$ cat config.mk
export PLATFORM = sky130hd
export DESIGN_NAME = ssp_rx_ctrl_flat
export DESIGN_NICKNAME = d
export VERILOG_FILES = /design/src/rtl/ssp_pkg.sv /design/src/rtl/ssp_rx_ctrl_if.sv /design/src/rtl/ssp_edge_detect.sv /design/src/rtl/ssp_rx_ctrl.sv /design/src/flat_wrapper.sv
export SDC_FILE = /design/constraint.sdc
export NUM_CORES = 1
export LEC_CHECK = 0
export ABC_AREA = 1
export ABC_CLOCK_PERIOD_IN_PS = 1100
export BUFFER_PORTS_ARGS = -buffer_cell sky130_fd_sc_hd__buf_2
export CORE_MARGIN = 2
export CORE_UTILIZATION = 35
export DETAILED_ROUTE_END_ITERATION = 10
export PLACE_DENSITY = 0.67
export SKIP_LAST_GASP = 1
export SLEW_MARGIN = 20
export SYNTH_ARGS = -nofsm -noshare
export SYNTH_HDL_FRONTEND = slang
export SYNTH_SLANG_ARGS = --single-unit
$ cat constraint.sdc
create_clock -name PCLK -period 1.1 [get_ports PCLK]
set_input_delay 0.22 -clock PCLK [delete_from_list [all_inputs] [get_ports PCLK]]
set_output_delay 0.22 -clock PCLK [all_outputs]
set_load 0.02 [all_outputs]
$ cat src/rtl/ssp_pkg.sv
// rtl/ssp_pkg.sv - shared SSP receive/transmit types and constants
package ssp_pkg;
  localparam int SSP_DATA_WIDTH = 8;

  typedef enum logic [1:0] {IDLE, SHIFT, COMMIT} rx_state_t;
endpackage

$ cat src/rtl/ssp_rx_ctrl_if.sv
// rtl/ssp_rx_ctrl_if.sv - serial-side inputs and RxFIFO-side outputs of the SSP receive controller
interface ssp_rx_ctrl_if import ssp_pkg::*; #(parameter int DATA_WIDTH = SSP_DATA_WIDTH);
  logic                  SSE;
  logic                  SSPCLKIN;
  logic                  SSPFSSIN;
  logic                  SSPRXD;
  logic                  SSPRXINTR;
  logic                  RORIC;
  logic [DATA_WIDTH-1:0] RxData;
  logic                  write_ready;
  logic                  SSPRORINTR;
  logic                  rx_busy;

  modport master (
    output SSE, SSPCLKIN, SSPFSSIN, SSPRXD, SSPRXINTR, RORIC,
    input  RxData, write_ready, SSPRORINTR, rx_busy
  );

  modport slave (
    input  SSE, SSPCLKIN, SSPFSSIN, SSPRXD, SSPRXINTR, RORIC,
    output RxData, write_ready, SSPRORINTR, rx_busy
  );
endinterface

$ cat src/rtl/ssp_edge_detect.sv
// rtl/ssp_edge_detect.sv - serial clock edge detector in the PCLK domain
// Resets the delayed copy low so no falling edge is reported out of reset.
module ssp_edge_detect (
  input  logic clk,
  input  logic rst,
  input  logic sclk,
  output logic fall,
  output logic rise
);
  logic sclk_q;

  always_ff @(posedge clk or posedge rst) begin
    if (rst) sclk_q <= 1'b0;
    else     sclk_q <= sclk;
  end

  assign fall = sclk_q & ~sclk;
  assign rise = ~sclk_q & sclk;
endmodule

$ cat src/rtl/ssp_rx_ctrl.sv
// rtl/ssp_rx_ctrl.sv - SSP receive controller: frame sync, MSB-first deserialise, RxFIFO commit
// Overrun is sticky until RORIC; a full RxFIFO drops the byte but RxData still updates.
module ssp_rx_ctrl import ssp_pkg::*; #(
  parameter int DATA_WIDTH = SSP_DATA_WIDTH
) (
  input logic          PCLK,
  input logic          CLEAR,
  ssp_rx_ctrl_if.slave bus
);
  localparam int CNT_W = $clog2(DATA_WIDTH);
  localparam logic [CNT_W-1:0] LAST_BIT = CNT_W'(DATA_WIDTH - 1);

  rx_state_t             state, state_next;
  logic [CNT_W-1:0]      cnt;
  logic [DATA_WIDTH-2:0] shreg;
  logic                  rearm;
  logic [DATA_WIDTH-1:0] rx_data;
  logic                  ror;
  logic                  fall;
  logic                  sclk_rise_unused;
  logic                  shift_en;
  logic                  last_bit;

  ssp_edge_detect u_edge (
    .clk  (PCLK),
    .rst  (CLEAR),
    .sclk (bus.SSPCLKIN),
    .fall (fall),
    .rise (sclk_rise_unused)
  );

  always_ff @(posedge PCLK or posedge CLEAR) begin
    if (CLEAR) state <= IDLE;
    else       state <= state_next;
  end

  always_comb begin
    state_next = state;
    shift_en   = 1'b0;
    last_bit   = 1'b0;
    case (state)
      IDLE: begin
        if (fall && bus.SSPFSSIN && bus.SSE) state_next = SHIFT;
      end
      SHIFT: begin
        if (!bus.SSE) begin
          state_next = IDLE;
        end else if (fall) begin
          shift_en = 1'b1;
          if (cnt == LAST_BIT) begin
            last_bit   = 1'b1;
            state_next = COMMIT;
          end
        end
      end
      COMMIT: begin
        state_next = (rearm && bus.SSE) ? SHIFT : IDLE;
      end
      default: state_next = IDLE;
    endcase
  end

  // The LSB goes straight into RxData so the byte is presentable in the commit cycle.
  always_ff @(posedge PCLK or posedge CLEAR) begin
    if (CLEAR) begin
      cnt     <= '0;
      shreg   <= '0;
      rearm   <= 1'b0;
      rx_data <= '0;
      ror     <= 1'b0;
    end else begin
      if (shift_en)            cnt <= last_bit ? '0 : cnt + 1'b1;
      else if (state != SHIFT) cnt <= '0;
      if (shift_en) shreg <= {shreg[DATA_WIDTH-3:0], bus.SSPRXD};
      if (last_bit) begin
        rx_data <= {shreg, bus.SSPRXD};
        rearm   <= bus.SSPFSSIN;
      end
      if (state == COMMIT && bus.SSPRXINTR) ror <= 1'b1;
      else if (bus.RORIC)                   ror <= 1'b0;
    end
  end

  // The full flag qualifies the strobe in the commit cycle itself.
  assign bus.write_ready = (state == COMMIT) && !bus.SSPRXINTR;
  assign bus.RxData      = rx_data;
  assign bus.SSPRORINTR  = ror;
  assign bus.rx_busy     = (state != IDLE);
endmodule

$ cat src/flat_wrapper.sv
// flat-port wrapper written by rule: the top's interface ports become plain ports
module ssp_rx_ctrl_flat import ssp_pkg::*;
#(
  parameter int DATA_WIDTH = SSP_DATA_WIDTH
)
  (PCLK, CLEAR, bus_SSE, bus_SSPCLKIN, bus_SSPFSSIN, bus_SSPRXD, bus_SSPRXINTR, bus_RORIC, bus_RxData, bus_write_ready, bus_SSPRORINTR, bus_rx_busy);
  ssp_rx_ctrl_if #(.DATA_WIDTH(DATA_WIDTH)) bus_i ();
  input logic PCLK;
  input logic CLEAR;
  input wire logic [$bits(bus_i.SSE)-1:0] bus_SSE;
  input wire logic [$bits(bus_i.SSPCLKIN)-1:0] bus_SSPCLKIN;
  input wire logic [$bits(bus_i.SSPFSSIN)-1:0] bus_SSPFSSIN;
  input wire logic [$bits(bus_i.SSPRXD)-1:0] bus_SSPRXD;
  input wire logic [$bits(bus_i.SSPRXINTR)-1:0] bus_SSPRXINTR;
  input wire logic [$bits(bus_i.RORIC)-1:0] bus_RORIC;
  output wire logic [$bits(bus_i.RxData)-1:0] bus_RxData;
  output wire logic [$bits(bus_i.write_ready)-1:0] bus_write_ready;
  output wire logic [$bits(bus_i.SSPRORINTR)-1:0] bus_SSPRORINTR;
  output wire logic [$bits(bus_i.rx_busy)-1:0] bus_rx_busy;
  assign bus_i.SSE = bus_SSE;
  assign bus_i.SSPCLKIN = bus_SSPCLKIN;
  assign bus_i.SSPFSSIN = bus_SSPFSSIN;
  assign bus_i.SSPRXD = bus_SSPRXD;
  assign bus_i.SSPRXINTR = bus_SSPRXINTR;
  assign bus_i.RORIC = bus_RORIC;
  assign bus_RxData = bus_i.RxData;
  assign bus_write_ready = bus_i.write_ready;
  assign bus_SSPRORINTR = bus_i.SSPRORINTR;
  assign bus_rx_busy = bus_i.rx_busy;
  ssp_rx_ctrl #(.DATA_WIDTH(DATA_WIDTH)) u_core (.PCLK(PCLK), .CLEAR(CLEAR), .bus(bus_i));
endmodule
; Yosys cells after proc, flatten, opt, wreduce, memory -nomap -nowiden
; Index checks and enable logic that the tools add are counted.
[word_totals]
input_bits = 8
out_inout_bits = 11
wordCells = 46
ff_bits = 23
[classes]
reduce_logical = 11
bitwise_logic = 2
addsub = 1
mux = 18
eq_ne = 7
[ops]
columns = operator, n
row1 = $mux 1, 10
row2 = $mux 3, 3
row3 = $mux 2, 4
row4 = $ne 3x2->1 const B, 2
row5 = $pmux 2 s3, 1
row6 = $reduce_bool 2->1, 3
row7 = $logic_and 1x1->1, 5
row8 = $ne 2x1->1 const B, 2
row9 = $add 3x1->3 const B, 1
row10 = $eq 3x3->1 const B, 1
row11 = $reduce_and 3->1, 1
row12 = $eq 2x1->1 const B, 1
row13 = $eq 2x2->1 const B, 1
row14 = $logic_not 2->1, 1
row15 = $and 1x1->1, 1
row16 = $logic_not 1->1, 1
row17 = $not 1->1, 1

; Logic depth before layout (Yosys ltp)
; Gate-level depths: netlist (run 1).
[logic_depth]
ltp_word = 7
mapped_depth = 6
depth_no_buf = 5

; By module
; Synthesis (run 1) repeated with hierarchy kept, for this count alone.
[hier_totals]
hier_cells = 112
area_unflattened_um2 = 994.7
[modules_own_cells]
columns = mod, cells_each, area_per_inst_um2, n_inst
row1 = ssp_rx_ctrl, 106, 950.9, 1
row2 = ssp_edge_detect, 6, 43.8, 1

; Worst setup path before layout (run 1)
; No wires, ideal clock.
[synth_timing]
path_kind = reg2reg
startpoint = register u_core.cnt[0]
endpoint = register u_core.state[0]
slack_ps = -110
path_buffers = 1
setup_time_ps = 119
synth_period_minus_slack_ps = 1210
arrival_ps = 1091
stages_incl_launch_ff = 7
required_time_ps = 981
path_cell_list = dfrtp_1 > ha_1 > ha_1 > buf_2 > inv_1 > o21bai_1 > nand2_1
[synth_via]
elab_chain_len = 3
[synth_lines]
columns = element, line_no
row1 = from (decl), ssp_rx_ctrl.sv:14  ; logic [CNT_W-1:0] cnt;
row2 = from (signal assigned), ssp_rx_ctrl.sv:72  ; if (shift_en) cnt <= last_bit ? '0 : cnt + 1'b1;
row3 = $eq 3x3->1, ssp_rx_ctrl.sv:50  ; if (cnt == LAST_BIT) begin
row4 = $ne 3x2->1 (no line), n/a
row5 = $reduce_and 3->1 (no line), n/a
row6 = to (signal assigned), ssp_rx_ctrl.sv:34  ; else state <= state_next;
row7 = to (decl), ssp_rx_ctrl.sv:13  ; rx_state_t state, state_next;
; No other way between the ends.
; A chain may end at the register's enable or synchronous reset.

; Final worst setup path (run 1)
[layout_timing]
startpoint = register u_core.state[1]
endpoint = output bus_write_ready
[layout_via]
elab_chain_len = 2
[layout_lines]
columns = element, line_no
row1 = $eq 2x2->1, ssp_rx_ctrl.sv:85  ; assign bus.write_ready = (state == COMMIT) && !bus.SSPRXINTR;
row2 = $logic_and 1x1->1, ssp_rx_ctrl.sv:85
row3 = to (decl), flat_wrapper.sv:17  ; output wire logic [$bits(bus_i.write_ready)-1:0] bus_write_ready;
; No other way between the ends.

==> metrics.cfg, run 1 <==
[synthesis]
synthesis.area_mm2 = 0.001087
ys_types = 19
synth-simple-area-share_pct = 25.66
synth_top_family_by_area = simple AND/OR/NAND/NOR gates
synth_compound_area_share_pct = 11.05
ys_ff_latch = 23
synth_mux_area_share_pct = 0
synthXorXnorAreaFrac_pct = 0
synth_fa_ha_area_share_pct = 2.301
ys_top_cells_by_area = dfrtp_1 (53%), nand2_1 (10%), nand3_1 (7.8%)
synth_nets = 130
synth_top_area_share_pct = 52.93
post-synth-top-area-cell = dfrtp_1
ys.flop_type = dfrtp_1
synthArstFlopShare_pct = 100.0
synth-edff-count = 0
synth_seq_area_share_pct = 52.93
synth_cells = 120
avgSynthCellArea_um2 = 9.061
synth_warnings = 0

[finish]
layout.nets = 180
instances_no_fill = 202
mostFrequentLayoutCells = nand2_1 (30), dfrtp_1 (22), buf_4 (19), nand3_1 (16), buf_6 (15)
syn2layout_area_growth_pct = 46.49
drive_gt1_share_pct = 37.87
diodes = 0
utilization_pct = 53.04
final_common_cell = nand2_1

[timing]
finalSetupTns_ns = -3.557
hold_violations = 0
grt_setup_unrepaired = true
slew_violations = 0
tightestPinTransition_ns = 0.2899
timing.fmax_ghz = 0.7287
finalCritPeriodShare_pct = 124.8
post-route-min-period_ns = 1.372
max_slew_margin_pct = 80.61
setup_violations = 23
setup_slack_ns = -0.2724
clock_skew_ns = 0.001607

[grt]
grt_pass1_vias = 959
antenna_found_initial = 0
track_usage_pct = 15.82
grt_pass1_wl_um = 4160
grt_max_degree = 24
grt.overflow.total = 0

[die]
die_w_um = 59.74
rows = 20
core-area_mm2 = 0.003003
boundaryPins = 19
initial_core_util_pct = 36.21
die_h_um = 59.74
dieArea_mm2 = 0.003568

[drt]
dr_total_vias = 1003
first_pass_iters = 5
ant_nets = 0
via_per_inst = 4.965
routed_wl_um = 2575
drc_errors = 0
wl_per_cell_um = 12.75
drt_iter0_drc = 30

[place]
post-place-ws_ns = -0.1527
hpwl_um = 1518
portBuffers = 18
gp_routability_congestion = 0.7432
numPlacedInstances = 180

[clock_network]
cts_buffers = 3
cts-htree-levels = 1
root_buffer = clkbuf_4
clock-sinks = 23
clk-insertion-delay-late_ns = 0.31
clk_pin_slew_ns = 0.12
cts_tree = yes
cts_buffer_depth = 2

[setup_path]
critical_path_class = flop to output pin
r2r-start = u_core.state[1]$_DFFE_PP0P_
critPathMaxFanout = 3
start_kind = flop
ff2ff_setup_slack_ns = -0.23
cp.required_ns = 0.88
end_kind = output pin
reg2reg_depth = 6
r2r_end = u_core.bus.RxData[1]$_DFFE_PP0P_
arrival_ns = 1.15

[power]
p_seq_share_pct = 50.8
p_leak_uw = 0.0008027
peakVddDrop_mv = 0.5389
switchingPower_uw = 763.6
cellPowerDensity_mw_per_mm2 = 1337
switching_share_pct = 35.85
power_frac_clock_pct = 18.1
p_int_uw = 1366
power.share.combinational_pct = 31.1

[run]
maxCapViolations = 0

[outcome]
violations = setup timing
status = finished with violations

[worst_hold_path]
hold_end = u_core.u_edge.sclk_q$_DFF_PP0_
holdCritStartpoint = bus_SSPCLKIN
hold_class = primary input to flop
holdPathStages = 1

## cells in the mapped netlist, types with 2 or more instances
cell	number
dfrtp_1	23
ha_1	2
inv_1	16
inv_2	2
nand2_1	30
nand3_1	17
nor2_1	2
o21ai_0	8
o21bai_1	10
## power by group through the flow
stage | clock [µW] | sequential [µW] | combinational [µW]
6_report | 385 | 1080 | 662
5_1_grt | 429 | 1100 | 736
4_1_cts | 403 | 1070 | 601
3_5_place_dp | 0 | 1080 | 452
3_3_place_gp | 0 | 1070 | 438
2_1_floorplan | 0 | 1050 | 308
## how the worst max path moves through the flow
stage | start | to | slack (ns) | depth (start not counted)
after floorplan | u_core.cnt[0]$_DFFE_PP0P_ | u_core.bus.RxData[0]$_DFFE_PP0P_ | -0.04 | 5
after global placement | u_core.cnt[0]$_DFFE_PP0P_ | u_core.bus.RxData[0]$_DFFE_PP0P_ | -0.08 | 5
after detailed placement | u_core.cnt[1]$_DFFE_PP0P_ | u_core.bus.RxData[0]$_DFFE_PP0P_ | -0.15 | 5
after CTS | u_core.state[1]$_DFFE_PP0P_ | bus_rx_busy | -0.28 | 4
after global routing | u_core.state[1]$_DFFE_PP0P_ | bus_write_ready | -0.32 | 4
final | u_core.state[1]$_DFFE_PP0P_ | bus_write_ready | -0.27 | 4
## metrics by stage
stage | power [µW] | hold WS, ns | cell area (µm²)
after detailed placement | 1529 | 0.2832 | 1310
after global placement | 1504 | 0.2677 | 1310
after CTS | 2078 | 0.01925 | 1470
after floorplan | 1359 | 0.2219 | 1122
final | 2130 | 0.02173 | 1593
after global routing | 2263 | 0.01083 | 1593
## per-layer routing
metal / vias to the layer above / track usage [%] / part of all wire, %
met2: 27 / 26.86 / 51
met3: 8 / 2.165 / 3.3
met1: 473 / 18.66 / 42
met5: - / 0 / 0
li1: 495 / - / -
met4: 0 / 9.841 / 3.0
## cell families (layout without fill, tap and decap cells)
family,count (synthesis),count (layout)
AND/OR/NAND/NOR,56,60
adder cells (fa/ha/maj),2,2
buffers and inverters,20,65
flip-flops,23,23
AO/OA/AOI/OAI,19,19
## critical path, cell delays in order (launching register included)
cell	delay, ns
dfrtp_1	0.42
inv_2	0.06
buf_6	0.11
nor3_2	0.09
buf_4	0.16
## state kept, by name, summed over array words and instances (netlist names)
name,count
u_core.bus.SSPRORINTR,1
u_core.state,2
u_core.bus.RxData,8
u_core.u_edge.sclk_q,1
u_core.shreg,7
u_core.rearm,1
u_core.cnt,3
## repair_timing
action                                  CTS  global route
pin swaps                                11             8
endpoints found under the setup margin   24            32
setup buffers                             4             8
resized for setup                        15            23
cloned                                    5             0
hold buffers                              1             0
hold endpoints to repair                 23             0
## layout make-up
class,count,area (µm²)
clock buffer,4,26.28
fill,288,1410
inverter,18,67.56
multi-input combinational,81,516.7
sequential,23,576.8
tap,33,41.29
timing repair buffer,42,356.6
timing repair inverter,1,7.507
(Power assumes the default switching activity.)
==> run 2, diff against run 1 <==
==> constraint.sdc (replaced) <==
create_clock -name PCLK -period 1.1 [get_ports PCLK]
set_input_delay 0.055 -clock PCLK [delete_from_list [all_inputs] [get_ports PCLK]]
set_output_delay 0.055 -clock PCLK [all_outputs]
set_load 0.02 [all_outputs]
==> metrics.cfg, run 2 (synthesis gave the netlist of run 1 again) <==
[outcome]
status = finished with violations
violations = setup timing

[clock_network]
cts_buffers = 3
cts_buffer_depth = 2
clk-insertion-delay-late_ns = 0.32
clk_pin_slew_ns = 0.13
root_buffer = clkbuf_4
clock-sinks = 23
cts_tree = yes
cts-htree-levels = 1

[worst_hold_path]
holdCritStartpoint = bus_SSE
hold_class = primary input to flop

[setup_path]
end_kind = output pin
critPathBufInv = 2
arrival_ns = 1.24
slowest_delay_ns = 0.44
cp.required_ns = 1.04
r2r-start = u_core.state[0]$_DFFE_PP0P_
startpoint = u_core.state[0]$_DFFE_PP0P_
crit_family = flip-flops
crit_slowest_cell = dfrtp_1
critPathMaxFanout = 2
crit_chain = buf_6 > nor3_4 > buf_6
start_kind = flop
crit_path_frequent_cell = buf_6
critical_path_class = flop to output pin

[finish]
multiInputGateArea_um2 = 559.3
n_fill_cell = 258
seq_area_um2 = 575.6
mostFrequentLayoutCells = nand2_1 (29), dfrtp_1 (23), buf_2 (16), nand3_1 (15), inv_1 (14)
final_common_cell = nand2_1
largest_reg_flops = 8
layout.nets = 177
final_area_mm2 = 0.001580
drive_gt1_share_pct = 35.54
syn2layout_area_growth_pct = 45.34
diodes = 0

[die]
core-area_mm2 = 0.003003
die_h_um = 59.74
dieArea_mm2 = 0.003568
initial_core_util_pct = 36.21
boundaryPins = 19
rows = 20
die_w_um = 59.74

[place]
place_area_mm2 = 0.001310
portBuffers = 18
gp_routability_congestion = 0.7904
hpwl_um = 1494

[run]
maxCapViolations = 0

[power]
peakVddDrop_mv = 0.4468
power_frac_clock_pct = 18.5
total_power_uw = 2193
switchingPower_uw = 802.0
p_leak_uw = 0.0007795
p_int_uw = 1391
power.share.combinational_pct = 33.6
p_seq_share_pct = 47.9
cellPowerDensity_mw_per_mm2 = 1388
switching_share_pct = 36.56

[timing]
max_slew_margin_pct = 80.53
hold_ws_ns = 0.1410
slew_violations = 0
timing.fmax_ghz = 0.7739
tightestPinTransition_ns = 0.2920
setup_violations = 22
finalCritPeriodShare_pct = 117.5
post-route-min-period_ns = 1.292
grt_setup_unrepaired = true
hold_violations = 0
clock_skew_ns = 0.007436
setup_slack_ns = -0.1921

[drt]
drc_errors = 0
ant_nets = 0
routed_wl_um = 2595
wl_per_cell_um = 13.04
dr_total_vias = 1019
via_per_inst = 5.121
first_pass_iters = 4
drt_iter0_drc = 34

[grt]
grt.overflow.total = 0
grt_pass1_wl_um = 3939
grt_pass1_vias = 926
antenna_found_initial = 0
track_usage_pct = 14.65
grt_max_degree = 24

[run 2: changes by cell type in the layout (fill, tap and decap cells not counted), sizes merged]
cell	change
nand3	+1
clkbuf	-1
clkinv	+1
dlygate4sd3	+5
buf	-8
clkinvlp	-1
[run 2: area by class of cell]
| cell class | count | share of cell area (%) |
|---|---|---|
| Clock buffer | 3 | 1.425 |
| Inverter | 18 | 4.434 |
| Tap cell | 33 | 2.613 |
| Multi-Input combinational cell | 82 | 35.39 |
| Sequential cell | 23 | 36.42 |
| Clock inverter | 1 | 0.3167 |
| Timing Repair Buffer | 39 | 19.40 |
[run 2: tightest hold or removal path, stage by stage]
cell     delay [ns]
buf_2          0.19
nand4_4        0.16
nor2_2         0.04
[run 2: final timing paths]
path,endpoint,slack (ns),depth (start not counted)
min in group asynchronous,u_core.bus.SSPRORINTR$_DFFE_PP0P_,0.30,4
max reg2reg,u_core.bus.RxData[1]$_DFFE_PP0P_,-0.15,6
min reg2reg,u_core.shreg[6]$_DFFE_PP0P_,0.51,2
max,bus_write_ready,-0.19,3
max in group asynchronous,u_core.shreg[1]$_DFFE_PP0P_,0.57,4
min,u_core.state[1]$_DFFE_PP0P_,0.14,3
[run 2: power by group through the flow]
stage | combinational (µW) | clock, µW | sequential [µW]
final | 738 | 405 | 1050
after global routing | 811 | 447 | 1060
after floorplan | 308 | 0 | 1050
after detailed placement | 484 | 0 | 1060
after CTS | 631 | 411 | 1030
after global placement | 469 | 0 | 1060
[run 2: what timing repair did]
action	CTS	global route
endpoints found under the hold margin	28	0
hold buffers	6	0
gates cloned	3	2
endpoints found under the setup margin	21	23
setup buffers	3	2
gates resized for setup	10	19
pin swaps	5	9
[run 2: layer usage]
| layer | vias to the layer above | wire (µm) | track usage (%) | share of wire [%] |
|---|---|---|---|---|
| li1 | 489 | - | - | - |
| met1 | 490 | 1063 | 16.89 | 41 |
| met2 | 27 | 1336 | 26.55 | 51 |
| met3 | 13 | 85 | 1.299 | 3.3 |
| met4 | 0 | 109 | 7.619 | 4.2 |
| met5 | - | 0 | 0 | 0 |
[run 2: per-stage QoR]
| step | setup WS, ns | util (%) | setup TNS [ns] | instances |
|---|---|---|---|---|
| 2_1_floorplan | -0.03044 | - | -0.3031 | 120 |
| 3_3_place_gp | -0.08661 | 43.63 | -0.6363 | 179 |
| 3_5_place_dp | -0.1420 | 43.63 | -1.078 | 179 |
| 4_1_cts | -0.1533 | 49.54 | -1.246 | 195 |
| 5_1_grt | -0.2238 | 52.63 | -3.145 | 199 |
| 6_report | -0.1921 | 52.63 | -1.850 | 199 |
==> run 3, diff against run 2 <==
--- a/config.mk
+++ b/config.mk
@@ -8,10 +8,12 @@
 export ABC_AREA = 1
 export ABC_CLOCK_PERIOD_IN_PS = 1100
 export BUFFER_PORTS_ARGS = -buffer_cell sky130_fd_sc_hd__buf_2
+export CELL_PAD_IN_SITES_DETAIL_PLACEMENT = 1
+export CELL_PAD_IN_SITES_GLOBAL_PLACEMENT = 2
 export CORE_MARGIN = 2
-export CORE_UTILIZATION = 35
+export CORE_UTILIZATION = 29
 export DETAILED_ROUTE_END_ITERATION = 10
-export PLACE_DENSITY = 0.67
+export PLACE_DENSITY = 0.83
 export SKIP_LAST_GASP = 1
 export SLEW_MARGIN = 20
 export SYNTH_ARGS = -nofsm -noshare
==> constraint.sdc (replaced) <==
create_clock -name PCLK -period 1.1 [get_ports PCLK]
set_input_delay 0.22 -clock PCLK [delete_from_list [all_inputs] [get_ports PCLK]]
set_output_delay 0.22 -clock PCLK [all_outputs]
set_load 0.02 [all_outputs]
==> metrics.cfg, run 3 (synthesis gave the netlist of run 1 again) <==
[outcome]
status = finished with violations
violations = hold timing, setup timing

[setup_path]
ff2ff_setup_slack_ns = -0.16
critical_path_class = flop to output pin
cp.required_ns = 0.88
arrival_ns = 1.11
critPathMaxFanout = 2
r2r_end = u_core.bus.RxData[4]$_DFFE_PP0P_
start_kind = flop
r2r-start = u_core.cnt[1]$_DFFE_PP0P_
reg2reg_depth = 5
end_kind = output pin

[die]
rows = 22
dieArea_mm2 = 0.004255
die_w_um = 65.23
core-area_mm2 = 0.003633
boundaryPins = 19
initial_core_util_pct = 29.92
die_h_um = 65.23

[timing]
tightestPinTransition_ns = 0.3429
post-route-min-period_ns = 1.329
setup_slack_ns = -0.2288
clock_skew_ns = 0.001859
grt_setup_unrepaired = true
finalCritPeriodShare_pct = 120.8
slew_violations = 0
setup_violations = 22
hold_ws_ns = -0.008964
timing.fmax_ghz = 0.7526
max_slew_margin_pct = 77.06
hold_violations = 23

[finish]
mostFrequentLayoutCells = nand2_1 (30), dfrtp_1 (22), buf_2 (16), inv_1 (14), buf_4 (13)
final_common_cell = nand2_1
syn2layout_area_growth_pct = 48.33
drive_gt1_share_pct = 45.06
largest_reg_flops = 8
layout.nets = 173
diodes = 0
instances_no_fill = 210

[clock_network]
clk-insertion-delay-late_ns = 0.26
root_buffer = clkbuf_8
cts_buffer_depth = 2
hold_buffers = 0
clock-sinks = 23
cts-htree-levels = 1
clk_pin_slew_ns = 0.08
cts_buffers = 3
cts_tree = yes

[grt]
grt_pass1_wl_um = 4650
antenna_found_initial = 0
grt_pass1_vias = 997
grt.overflow.total = 0
track_usage_pct = 14.40
grt_max_degree = 24

[place]
hpwl_um = 1829
numPlacedInstances = 195
portBuffers = 18
gp_routability_congestion = 0.7052

[drt]
via_per_inst = 4.657
routed_wl_um = 3010
drc_errors = 0
dr_total_vias = 978
wl_per_cell_um = 14.33
drt_iter0_drc = 13
first_pass_iters = 3
ant_nets = 0

[power]
cellPowerDensity_mw_per_mm2 = 1499
peakVddDrop_mv = 0.4396
p_leak_uw = 0.0007726
total_power_uw = 2418

[run]
maxCapViolations = 0

[worst_hold_path]
hold_class = primary input to asynchronous set/reset pin

==> run 3: cell types whose count changed in the layout (fill, tap and decap cells not counted), sizes merged <==
cell / before / now
clkbuf: 3 / 4
dlygate4sd3: 6 / 0
buf: 33 / 36
clkinv: 1 / 0
nand3: 19 / 18
==> run 3: area by class of cell <==
class | count | area [µm²]
Fill cell | 438 | 2021
Timing Repair Buffer | 36 | 265.3
Tap cell | 48 | 60.06
Clock buffer | 4 | 45.04
Sequential cell | 23 | 576.8
Inverter | 18 | 72.57
Multi-Input combinational cell | 81 | 593.1
==> run 3: worst max-delay path by stage <==
| stage | start | endpoint | slack [ns] |
|---|---|---|---|
| finish | u_core.state[1]$_DFFE_PP0P_ | bus_write_ready | -0.23 |
| global route | u_core.state[1]$_DFFE_PP0P_ | bus_write_ready | -0.28 |
| CTS | u_core.state[1]$_DFFE_PP0P_ | bus_rx_busy | -0.21 |
| detailed placement | u_core.cnt[1]$_DFFE_PP0P_ | u_core.bus.RxData[2]$_DFFE_PP0P_ | -0.15 |
| global placement | u_core.cnt[0]$_DFFE_PP0P_ | u_core.bus.RxData[2]$_DFFE_PP0P_ | -0.09 |
| floorplan | u_core.cnt[0]$_DFFE_PP0P_ | u_core.bus.RxData[0]$_DFFE_PP0P_ | -0.04 |
==> run 3: layer usage <==
| layer | track usage [%] | wire length (µm) | vias up |
|---|---|---|---|
| met4 | 7.031 | 96 | 0 |
| met1 | 16.30 | 1197 | 470 |
| met5 | 0 | 0 | - |
| li1 | - | - | 479 |
| met3 | 2.568 | 89 | 10 |
| met2 | 25.89 | 1626 | 19 |
==> run 3: worst max-delay path, stage by stage (launching register included) <==
cell and delay (ns):
dfrtp_1 0.41, inv_2 0.06, buf_6 0.12, nor3_4 0.12, buf_6 0.14
==> run 3: repair_timing <==
item                                    4_1_cts  5_1_grt
buffers inserted                              3        4
gates resized for setup                      27       13
pin swaps                                     4       21
endpoints found under the setup margin       21       23
cloned                                        2        2
==> run 3: power breakdown <==
| part | leakage (µW) | total [µW] | switching (µW) | internal, µW |
|---|---|---|---|---|
| Combinational | 0.000485 | 783 | 439 | 344 |
| Sequential | 0.000265 | 1110 | 150 | 959 |
| Clock | 0.0000228 | 525 | 267 | 259 |
| Total | 0.000773 | 2420 | 856 | 1560 |
==> run 3: through the flow <==
stage | util [%] | setup TNS, ns | instance area [µm²] | hold WS [ns] | setup WS, ns
after floorplan | - | -0.3519 | 1122 | 0.2219 | -0.03574
after CTS | 41.18 | -2.649 | 1496 | 0.005209 | -0.2106
after detailed placement | 36.91 | -1.373 | 1341 | 0.2918 | -0.1526
after global placement | 36.91 | -0.6808 | 1341 | 0.2743 | -0.09130
final | 44.39 | -2.963 | 1613 | -0.008964 | -0.2288
after global routing | 44.39 | -4.187 | 1613 | 0.03270 | -0.2766
